`src/rtl/cacheline_adaptor.sv`:
```
// Cache line (256-bit) to DRAM burst (4 x 64-bit) adaptor.
// One buffered line transaction at a time; resp_o pulses once when the burst completes.
module cacheline_adaptor #(
    parameter int LINE_W  = 256,
    parameter int BURST_W = 64,
    parameter int ADDR_W  = 32
) (
    input  logic                clk,
    input  logic                rst,
    input  logic [LINE_W-1:0]   line_i,
    output logic [LINE_W-1:0]   line_o,
    input  logic [ADDR_W-1:0]   address_i,
    input  logic                read_i,
    input  logic                write_i,
    output logic                resp_o,
    input  logic [BURST_W-1:0]  burst_i,
    output logic [BURST_W-1:0]  burst_o,
    output logic [ADDR_W-1:0]   address_o,
    output logic                read_o,
    output logic                write_o,
    input  logic                resp_i
);

    localparam int BEATS = LINE_W / BURST_W;
    localparam int CNT_W = $clog2(BEATS);
    // Clears the byte offset within a line (low 5 bits for a 32-byte line).
    localparam logic [ADDR_W-1:0] ADDR_MASK = ~ADDR_W'(LINE_W / 8 - 1);

    typedef enum logic [1:0] {IDLE, RD, WR, DONE} state_t;

    state_t             state;
    state_t             state_next;
    logic [CNT_W-1:0]   cnt;
    logic [LINE_W-1:0]  line_buf;
    logic [ADDR_W-1:0]  addr;
    logic               last_beat;

    assign last_beat = resp_i && (cnt == CNT_W'(BEATS - 1));
    assign line_o    = line_buf;

    always_ff @(posedge clk or negedge rst) begin
        if (!rst) begin
            state <= IDLE;
        end else begin
            state <= state_next;
        end
    end

    always_comb begin
        state_next = state;
        case (state)
            IDLE: begin
                if (write_i) begin
                    state_next = WR;
                end else if (read_i) begin
                    state_next = RD;
                end
            end
            RD:      if (last_beat) state_next = DONE;
            WR:      if (last_beat) state_next = DONE;
            DONE:    state_next = IDLE;
            default: state_next = IDLE;
        endcase
    end

    always_ff @(posedge clk or negedge rst) begin
        if (!rst) begin
            cnt      <= '0;
            line_buf <= '0;
            addr     <= '0;
        end else begin
            case (state)
                IDLE: begin
                    if (write_i) begin
                        line_buf <= line_i;
                        addr     <= address_i & ADDR_MASK;
                        cnt      <= '0;
                    end else if (read_i) begin
                        addr     <= address_i & ADDR_MASK;
                        cnt      <= '0;
                    end
                end
                RD: begin
                    if (resp_i) begin
                        for (int unsigned k = 0; k < BEATS; k++) begin
                            if (cnt == CNT_W'(k)) begin
                                line_buf[k*BURST_W +: BURST_W] <= burst_i;
                            end
                        end
                        cnt <= cnt + 1'b1;
                    end
                end
                WR: begin
                    if (resp_i) begin
                        cnt <= cnt + 1'b1;
                    end
                end
                default: ;
            endcase
        end
    end

    always_comb begin
        read_o    = 1'b0;
        write_o   = 1'b0;
        resp_o    = 1'b0;
        address_o = '0;
        burst_o   = '0;
        case (state)
            RD: begin
                read_o    = 1'b1;
                address_o = addr;
            end
            WR: begin
                write_o   = 1'b1;
                address_o = addr;
                for (int unsigned k = 0; k < BEATS; k++) begin
                    if (cnt == CNT_W'(k)) begin
                        burst_o = line_buf[k*BURST_W +: BURST_W];
                    end
                end
            end
            DONE:    resp_o = 1'b1;
            default: ;
        endcase
    end

endmodule

```
`config.mk`:
```
export PLATFORM = sky130hd
export DESIGN_NAME = cacheline_adaptor
export DESIGN_NICKNAME = d
export VERILOG_FILES = /design/src/rtl/cacheline_adaptor.sv
export SDC_FILE = /design/constraint.sdc
export NUM_CORES = 1
export LEC_CHECK = 0
export CORE_AREA = 2 2 277 279
export DETAILED_ROUTE_END_ITERATION = 10
export DIE_AREA = 0 0 279 281
export SLEW_MARGIN = 20
export SYNTH_ARGS = -nofsm -noshare
export SYNTH_HDL_FRONTEND = slang
export SYNTH_SLANG_ARGS = --single-unit
```
`constraint.sdc`:
```
create_clock -name clk -period 2.5 [get_ports clk]
set_input_delay 0.375 -clock clk [delete_from_list [all_inputs] [get_ports clk]]
set_output_delay 0.375 -clock clk [all_outputs]
set_load 0.01 [all_outputs]
```
Word-level counts from Yosys, hierarchy flattened. Index checks and enable logic that the tools add are counted.

Flip-flop bits (word level): 292. Input bits: 357. Output and inout bits: 355. Word-level logic and storage cells: 63.

$add $sub $neg: 1. Equal/unequal tests: 15. Multiplexer cells: 26. Reductions and logical operators: 14.

Operators by type and width (count): $mux 64 (9); $mux 256 (2); $pmux 256 s2 (1); $mux 32 (3); $reduce_and 4->1 (4); $mux 2 (6); $ne 2x2->1 const B (6); $eq 2x2->1 const B (4); $pmux 2 s3 (1); $reduce_bool 2->1 (3); $eq 2x1->1 const B (2); $logic_not 2->1 (2); $ne 2x1->1 const B (2); $pmux 2 s2 (1); $reduce_and 2->1 (2); $mux 1 (3); $ne 3x3->1 const B (1); $reduce_and 3->1 (1); $add 2x1->2 const B (1); $reduce_or 2->1 (1); $logic_and 1x1->1 (1).

Logic depth before layout (Yosys ltp). Gate-level depths: netlist of the first run.

Word-level depth: 6. Depth in mapped cells: 9. Gate-level depth less buffers: 5.

Worst setup path after synthesis of the first run. No wires, ideal clock.

Path kind: reg-to-output. Start: register cnt[1]. End: output burst_o[10]. Arrival time: 1.704 ns. Data required time: 2.125 ns. Slack: 0.421 ns. Stages on the path, launching flop included: 8. Buffers on the path: 3. Path through: dfrtp_1 inv_1 ha_1 buf_2 buf_2 buf_1 a221oi_1 o21ai_0.

Word-level cells in the longest chain between the ends: 6. Elaborated cells on any way between the ends: 9. Classes of those cells: eq/ne (3); mux (5); reduce/logical (1).

Ends and longest elaborated chain: start: declaration (RTL line 33) `logic [CNT_W-1:0] cnt;`; start signal: assignment (RTL line 90) `cnt <= cnt + 1'b1;`; start signal: assignment (RTL line 95) `cnt <= cnt + 1'b1;`; $logic_not 2->1 (RTL line 118) `if (cnt == CNT_W'(k)) begin`; $mux 64 (3 in a row) (RTL line 118); $mux 64 (*) (RTL line 118); $mux 64 (*) (RTL line 109) `case (state)`; end: declaration (RTL line 17) `output logic [BURST_W-1:0] burst_o,`.

Every way passes the cells marked *; elsewhere a longest branch is shown, timed or not.

Final worst setup path of the first run.
Start: register cnt[1]. End: output burst_o[63].

The elaborated chain is that of the path after synthesis.

==> results.txt, run 1 <==
----------------------------------------------------
[Cells and area]
  Most common cell after layout, fill and taps aside ... sky130_fd_sc_hd__clkdlybuf4s50_1
  Synthesis-to-layout area growth ... 80.1%
  Layout fillers ... ~7.6k
  Share of final-layout standard cells stronger than drive strength 1 ... between 30% and 40%
  Commonest non-fill, non-tap cells in the layout ... 609 x sky130_fd_sc_hd__clkdlybuf4s50_1, 286 x sky130_fd_sc_hd__dfrtp_1, 270 x sky130_fd_sc_hd__o21ai_0
  Final Net Count ... slightly below 3k
  Final standard cell count with taps included and fillers excluded ... approximately 3.5k
  Design Area, Final ... about 0.029 mm²

[Die]
  Site row count ... 101
  I/O pins ... between 700 and 800
  Die ar. ... 0.0784 mm²
  Initial Util ... between 20% and 30%
  Die span in y ... 281 µm
  Horizontal extent of the die ... between 200 and 300 µm
  Area of the core ... approximately 0.075 mm²

[Clock network]
  Max Buffers Root-to-Sink ... 3
  H-tree Lvls ... 2
  Later-pin clock latency in the skew report ... roughly 0.56 ns
  Clock sink count ... about 290
  Clock transition at path regs ... 0.05 ns
  Number of CTS-inserted buffers ... 38
  CTS root buffer ... sky130_fd_sc_hd__clkbuf_16
  TritonCTS clock tree ... yes

[Pwr]
  Total design power ... approximately 41 mW
  PD cells ... 1450 mW/mm²
  Maximum VDD drop ... about 0.94 mV
  Static Leakage ... 12.4 nW

[Global routing]
  Global-route wire length before repair ... 107 mm
  Combined global-route utilization of all metal layers ... approximately 19%
  Pin count of the biggest net entering global routing ... 103
  Initial antenna violation count ... 8
  Via count of the first global-routing pass ... 15.9k
  Total overflow reported by the global router ... 0

[Setup path]
  Register-to-register setup slack ... approximately 0.070 ns
  Reg-to-Reg Start ... cnt[0]
  Critical path peak fanout ... 11
  Capture instance of the worst register-to-register path ... line_o[175]
  Peak per-stage delay on the critical path ... around 0.38 ns
  Endpoint class of the critical path ... primary output
  CP Launch Type ... flip-flop
  Max stage delay cell, worst path ... sky130_fd_sc_hd__dfrtp_1
  Crit path DAT ... 2.33 ns
  Buffers plus inverters on the worst setup path ... 6
  FF-to-FF path depth ... 11
  Worst setup path category ... flip-flop to primary output
  Largest delay contributor family on the critical path ... buffers and inverters
  Required time at the endpoint of the critical path ... between 2 and 2.5 ns
  Ordered cell list for the critical path ... inv_2 > buf_4 > ha_4 > buf_12 > buf_12 > buf_12 > a221oi_4 > o21ai_1 > buf_2
  Most Frequent Cell on Critical Path ... sky130_fd_sc_hd__buf_12

[Placed design]
  Detailed placement HPWL ... 53.0 mm
  Port-buffer cells ... about 700
  Placer's final routability congestion estimate ... 0.863
  Number of cells in the design after placement ... between 3k and 4k
  Post-place instance area ... 0.0248 mm²

[Outcome]
  Result of the run ... finished with violations
  Violations in the final reports ... setup timing

[Drt]
  Post-route ant nets ... 0
  Post-detailed-route wirelength per cell ... between 20 and 25 µm
  First drt pass iteration count ... 5
  Total routed wirelength ... 79.6 mm
  DRC violations left ... 0
  Post-detailed-route via-to-cell ratio ... about 4.5
  DRT iter0 DRCs ... 750
  Total via count in the routed design ... between 15k and 20k

[Timing]
  Final period util ... 108%
  Final hold violation count ... 0
  Crit path setup slack, layout ... -0.208 ns
  Setup repair after global routing missed its margin ... yes
  Slew margin rel. ... roughly 48%
  Clock skew ... between 0.02 and 0.025 ns
  Final number of setup-violating endpoints ... between 60 and 70
  Max Transition Viols Final ... 0
  Fmax ... 369 MHz
  Hold slack ... ~0.41 ns
  Pin slew with the least headroom to its limit ... a little under 0.8 ns
  Crit path time final ... around 2.7 ns

[Synthesis]
  Complex-gate fraction of the synthesized area ... between 10% and 20%
  Post-Syn Instances ... 1663
  Simple-gate area share of the yosys netlist ... under 10%
  Synth Warn # ... 0
  Combinational family with the most area after synthesis ... multiplexers
  Portion of netlist area occupied by mux cells ... between 20% and 30%
  Post-synthesis instance area ... 0.0159 mm²
  EDFF count, synth ... 0
  Register area share after synthesis ... a little under half
  Proportion of synthesized flip-flops having asynchronous set or reset ... 100%
  Synthesized-area fraction occupied by xor and xnor cells ... 0%
  Arithmetic-cell share of the synthesized area counting full adders, half adders and majority gates ... less than 1%
  #FFs+latches synth ... 287
  Dominant synthesized flop cell ... sky130_fd_sc_hd__dfrtp_1
  Mean area per synthesized cell ... 9.54 µm²
  Unique cell type count in the Yosys netlist ... 32

[Hold path]
  Hold Crit Class ... input pin to async pin

[Run]
  Max-Cap Viols ... 0

----------------------------------------------------
metal layers:
| layer | up-vias | global-route usage [%] | share of wire, % |
|---|---|---|---|
| li1 | 7345 | - | - |
| met1 | 7777 | 21.2 | 39 |
| met2 | 616 | 32.8 | 50 |
| met3 | 107 | 5.53 | 7.8 |
| met4 | 12 | 6.55 | 3.1 |
| met5 | - | 0 | 0.090 |
power by group:
| part | switching, mW | internal [mW] |
|---|---|---|
| clock | 2.22 | 3.12 |
| combinational | 12.1 | 14.5 |
| sequential | 2.33 | 7.16 |
through the flow:
step | worst slack, ns | TNS [ns] | utilization (%)
floorplan | 0.421 | 0 | -
global placement | -0.116 | -0.709 | 32.8
detailed placement | -0.144 | -1.65 | 32.8
CTS | -0.295 | -14.78 | 36.4
global route | -0.319 | -14.29 | 37.9
finish | -0.208 | -7.78 | 37.9
cells by family (layout without fill, tap and decap cells):
family,Yosys count,after routing
simple gates,237,237
flops,287,287
buf+inv,383,1259
mux,284,284
fa+ha+maj,8,8
compound gates,463,463
other cells,1,6
cell usage after synthesis, drive strengths merged (4+ instances only):
library cell	count	area share [%]
ha	8	0.63
dfrtp	287	45
clkbuf	72	1.7
nand3	4	0.13
a21oi	8	0.54
mux2	283	20
buf	49	2.2
a221oi	64	3.5
o21ai	386	12
and2	28	1.1
nand2	133	3.1
inv	261	6.2
nor2b	66	2.6
how the worst max path moves through the flow:
stage                     depth (start not counted)   start  slack (ns)           to
after floorplan                                   7  cnt[1]        0.42  burst_o[10]
after global placement                            8  cnt[1]       -0.12  burst_o[33]
after detailed placement                          7  cnt[0]       -0.14  burst_o[33]
after CTS                                         7  cnt[0]       -0.30   burst_o[4]
after global routing                             10  cnt[0]       -0.32  burst_o[55]
final                                             9  cnt[1]       -0.21  burst_o[63]
final cells by class:
| class | count | area (µm²) | share of cell area (%) |
|---|---|---|---|
| repair buffers | 930 | 9930 | 34.8 |
| multi-input cells | 997 | 8030 | 28.1 |
| flip-flops and latches | 287 | 7180 | 25.2 |
| well taps | 978 | 1220 | 4.28 |
| clock buffers | 57 | 1090 | 3.82 |
| inverters | 262 | 1000 | 3.51 |
| clock inverters | 10 | 96.3 | 0.337 |
| diodes | 1 | 2.50 | 0.00876 |
repair_timing:
action,4_1_cts,5_1_grt
gates resized for setup,571,191
cloned,19,14
buffers inserted,57,37
pin swaps,82,65
endpoints found under the setup margin,91,156
hold buffers,1,0
hold endpoints to repair,60,0
registers in the layout, summed over array words and instances (netlist names):
register	cells
state	2
line_o	256
cnt	2
addr	27
Power figures use the tool's default switching activity.
==> run 2: changes to the inputs <==
--- a/config.mk
+++ b/config.mk
@@ -5,6 +5,7 @@
 export SDC_FILE = /design/constraint.sdc
 export NUM_CORES = 1
 export LEC_CHECK = 0
+export CAP_MARGIN = 20
 export CORE_AREA = 2 2 277 279
 export DETAILED_ROUTE_END_ITERATION = 10
 export DIE_AREA = 0 0 279 281
==> results of run 2 <==
Same layout as run 1: the final DEF is identical, and so are final timing and power.
==> RTL change (flow settings as in run 2) <==
Add an input register stage for `line_i`, `address_i`, `read_i`, `write_i` and `resp_i`; this delays them by one clock.
--- a/src/rtl/cacheline_adaptor.sv
+++ b/src/rtl/cacheline_adaptor.sv
@@ -29,4 +29,18 @@
     typedef enum logic [1:0] {IDLE, RD, WR, DONE} state_t;
 
+    logic [LINE_W-1:0] line_q;
+    logic [ADDR_W-1:0] address_q;
+    logic read_q;
+    logic write_q;
+    logic resp_q;
+
+    always_ff @(posedge clk) begin
+        line_q    <= line_i;
+        address_q <= address_i;
+        read_q    <= read_i;
+        write_q   <= write_i;
+        resp_q    <= resp_i;
+    end
+
     state_t             state;
     state_t             state_next;
@@ -36,5 +50,5 @@
     logic               last_beat;
 
-    assign last_beat = resp_i && (cnt == CNT_W'(BEATS - 1));
+    assign last_beat = resp_q && (cnt == CNT_W'(BEATS - 1));
     assign line_o    = line_buf;
 
@@ -51,7 +65,7 @@
         case (state)
             IDLE: begin
-                if (write_i) begin
+                if (write_q) begin
                     state_next = WR;
-                end else if (read_i) begin
+                end else if (read_q) begin
                     state_next = RD;
                 end
@@ -72,15 +86,15 @@
             case (state)
                 IDLE: begin
-                    if (write_i) begin
-                        line_buf <= line_i;
-                        addr     <= address_i & ADDR_MASK;
+                    if (write_q) begin
+                        line_buf <= line_q;
+                        addr     <= address_q & ADDR_MASK;
                         cnt      <= '0;
-                    end else if (read_i) begin
-                        addr     <= address_i & ADDR_MASK;
+                    end else if (read_q) begin
+                        addr     <= address_q & ADDR_MASK;
                         cnt      <= '0;
                     end
                 end
                 RD: begin
-                    if (resp_i) begin
+                    if (resp_q) begin
                         for (int unsigned k = 0; k < BEATS; k++) begin
                             if (cnt == CNT_W'(k)) begin
@@ -92,5 +106,5 @@
                 end
                 WR: begin
-                    if (resp_i) begin
+                    if (resp_q) begin
                         cnt <= cnt + 1'b1;
                     end
Check against the original RTL: not equivalent (a bounded check fails within 4 cycles, from zero or initial values and one cycle with rst low).
==> RTL change against run 2 <==
  * Via count up 14%
  * Count of clock-buffer cells in the layout up 38
  * Sequential cell count up 286
  * Cell count up 7.0%
  * Critical endpoint is now burst_o[0]
  * Clock power up 83%
  * Worst setup slack worse by 0.061 ns
  * Wire length up 19%
  * Synthesized area up 35%
  * Die area unchanged
  * The run still ends with negative setup slack left
  * Power up 27%
  * Core utilization up 8.2 points
  * Cell area up 22%
  * Hold slack worse by 0.20 ns
==> RTL change: results <==
[run_status]
status = "finished, violations left"
violations = "negative setup slack"

[clocking]
clk_latency_ns = 0.60
numCtsBuffers = 67
htreeDepth = 3

[routing]
drt_first_pass_iters = 4
routedWlPerCell_um = 25.0
vias_per_cell = 4.78

[logic_synthesis]
synthTopCellsByArea = "dfrtp_1 34%, dfxtp_1 27%, mux2_2 13%"
synth_mux_area_share_pct = 15.0
synth_compound_area_share_pct = 12.3
synthDistinctLibCells = 33
synth.yosys.seq_area_share_pct = 60.3
postSynthAreaPerCell_um2 = 11.2
synth_fa_ha_area_share_pct = 0.468
synthTopCellsByCount = "386 x o21ai_0, 287 x dfrtp_1, 286 x dfxtp_1, 261 x inv_1, 250 x mux2_2"

[worst_setup_path]
cp.arrival_ns = 2.39
ff2ff_setup_slack_ns = -0.04
critPathMaxStageDelay_ns = 0.42

[finish]
fillCellCount = 6865
seq_cells = 573
register_area_um2 = 12900
multi_input_comb_area_um2 = 7920
instances_no_fill = 3770
nets = 3097
final.clkbuf_count = 95
multi_input_cells = 957
drive_gt1_share_pct = 25.7
n_all_buffers = 871
multi_input_area_share_pct = 22.8
final_util_pct = 46.0

[grt]
antenna_found_initial = 11
grt_pass1_wl_um = 131000
grt_pass1_vias = 19000

[timing]
finalWorstSetupSlack_ns = -0.269
worst_slew_pin_slew_ns = 0.681
setup_viol = 73
whs_ns = 0.215

[placed_design]
place_congestion = 0.937
dpl.hpwl_um = 60400

[pwr]
pg_comb_uw = 28200
p_leak_uw = 0.0151
ir_drop_v = 0.000839
RTL change: layer usage:
| layer | GRT usage (%) | vias up | part of all wire [%] |
|---|---|---|---|
| met5 | 0 | - | 0.076 |
| met4 | 9.22 | 12 | 4.0 |
| met3 | 6.38 | 196 | 7.5 |
| met2 | 39.7 | 783 | 49 |
| met1 | 26.2 | 8985 | 39 |
| li1 | - | 8047 | - |
RTL change: worst max path at each step:
stage               startpoint           to  slack [ns]
CTS                     cnt[0]   burst_o[5]       -0.31
finish                  cnt[0]   burst_o[0]       -0.27
global placement        cnt[1]  burst_o[43]       -0.40
detailed placement      cnt[1]  burst_o[43]       -0.40
global route            cnt[1]   burst_o[0]       -0.38
floorplan               cnt[0]  burst_o[27]        0.39
RTL change: repair_timing:
| item | in CTS | in global routing |
|---|---|---|
| pin swaps | 107 | 37 |
| buffers inserted | 65 | 13 |
| hold buffers | 1 | 0 |
| resized for setup | 598 | 112 |
| gates cloned | 22 | 12 |
| setup endpoints to repair | 107 | 137 |
| hold endpoints to repair | 55 | 0 |
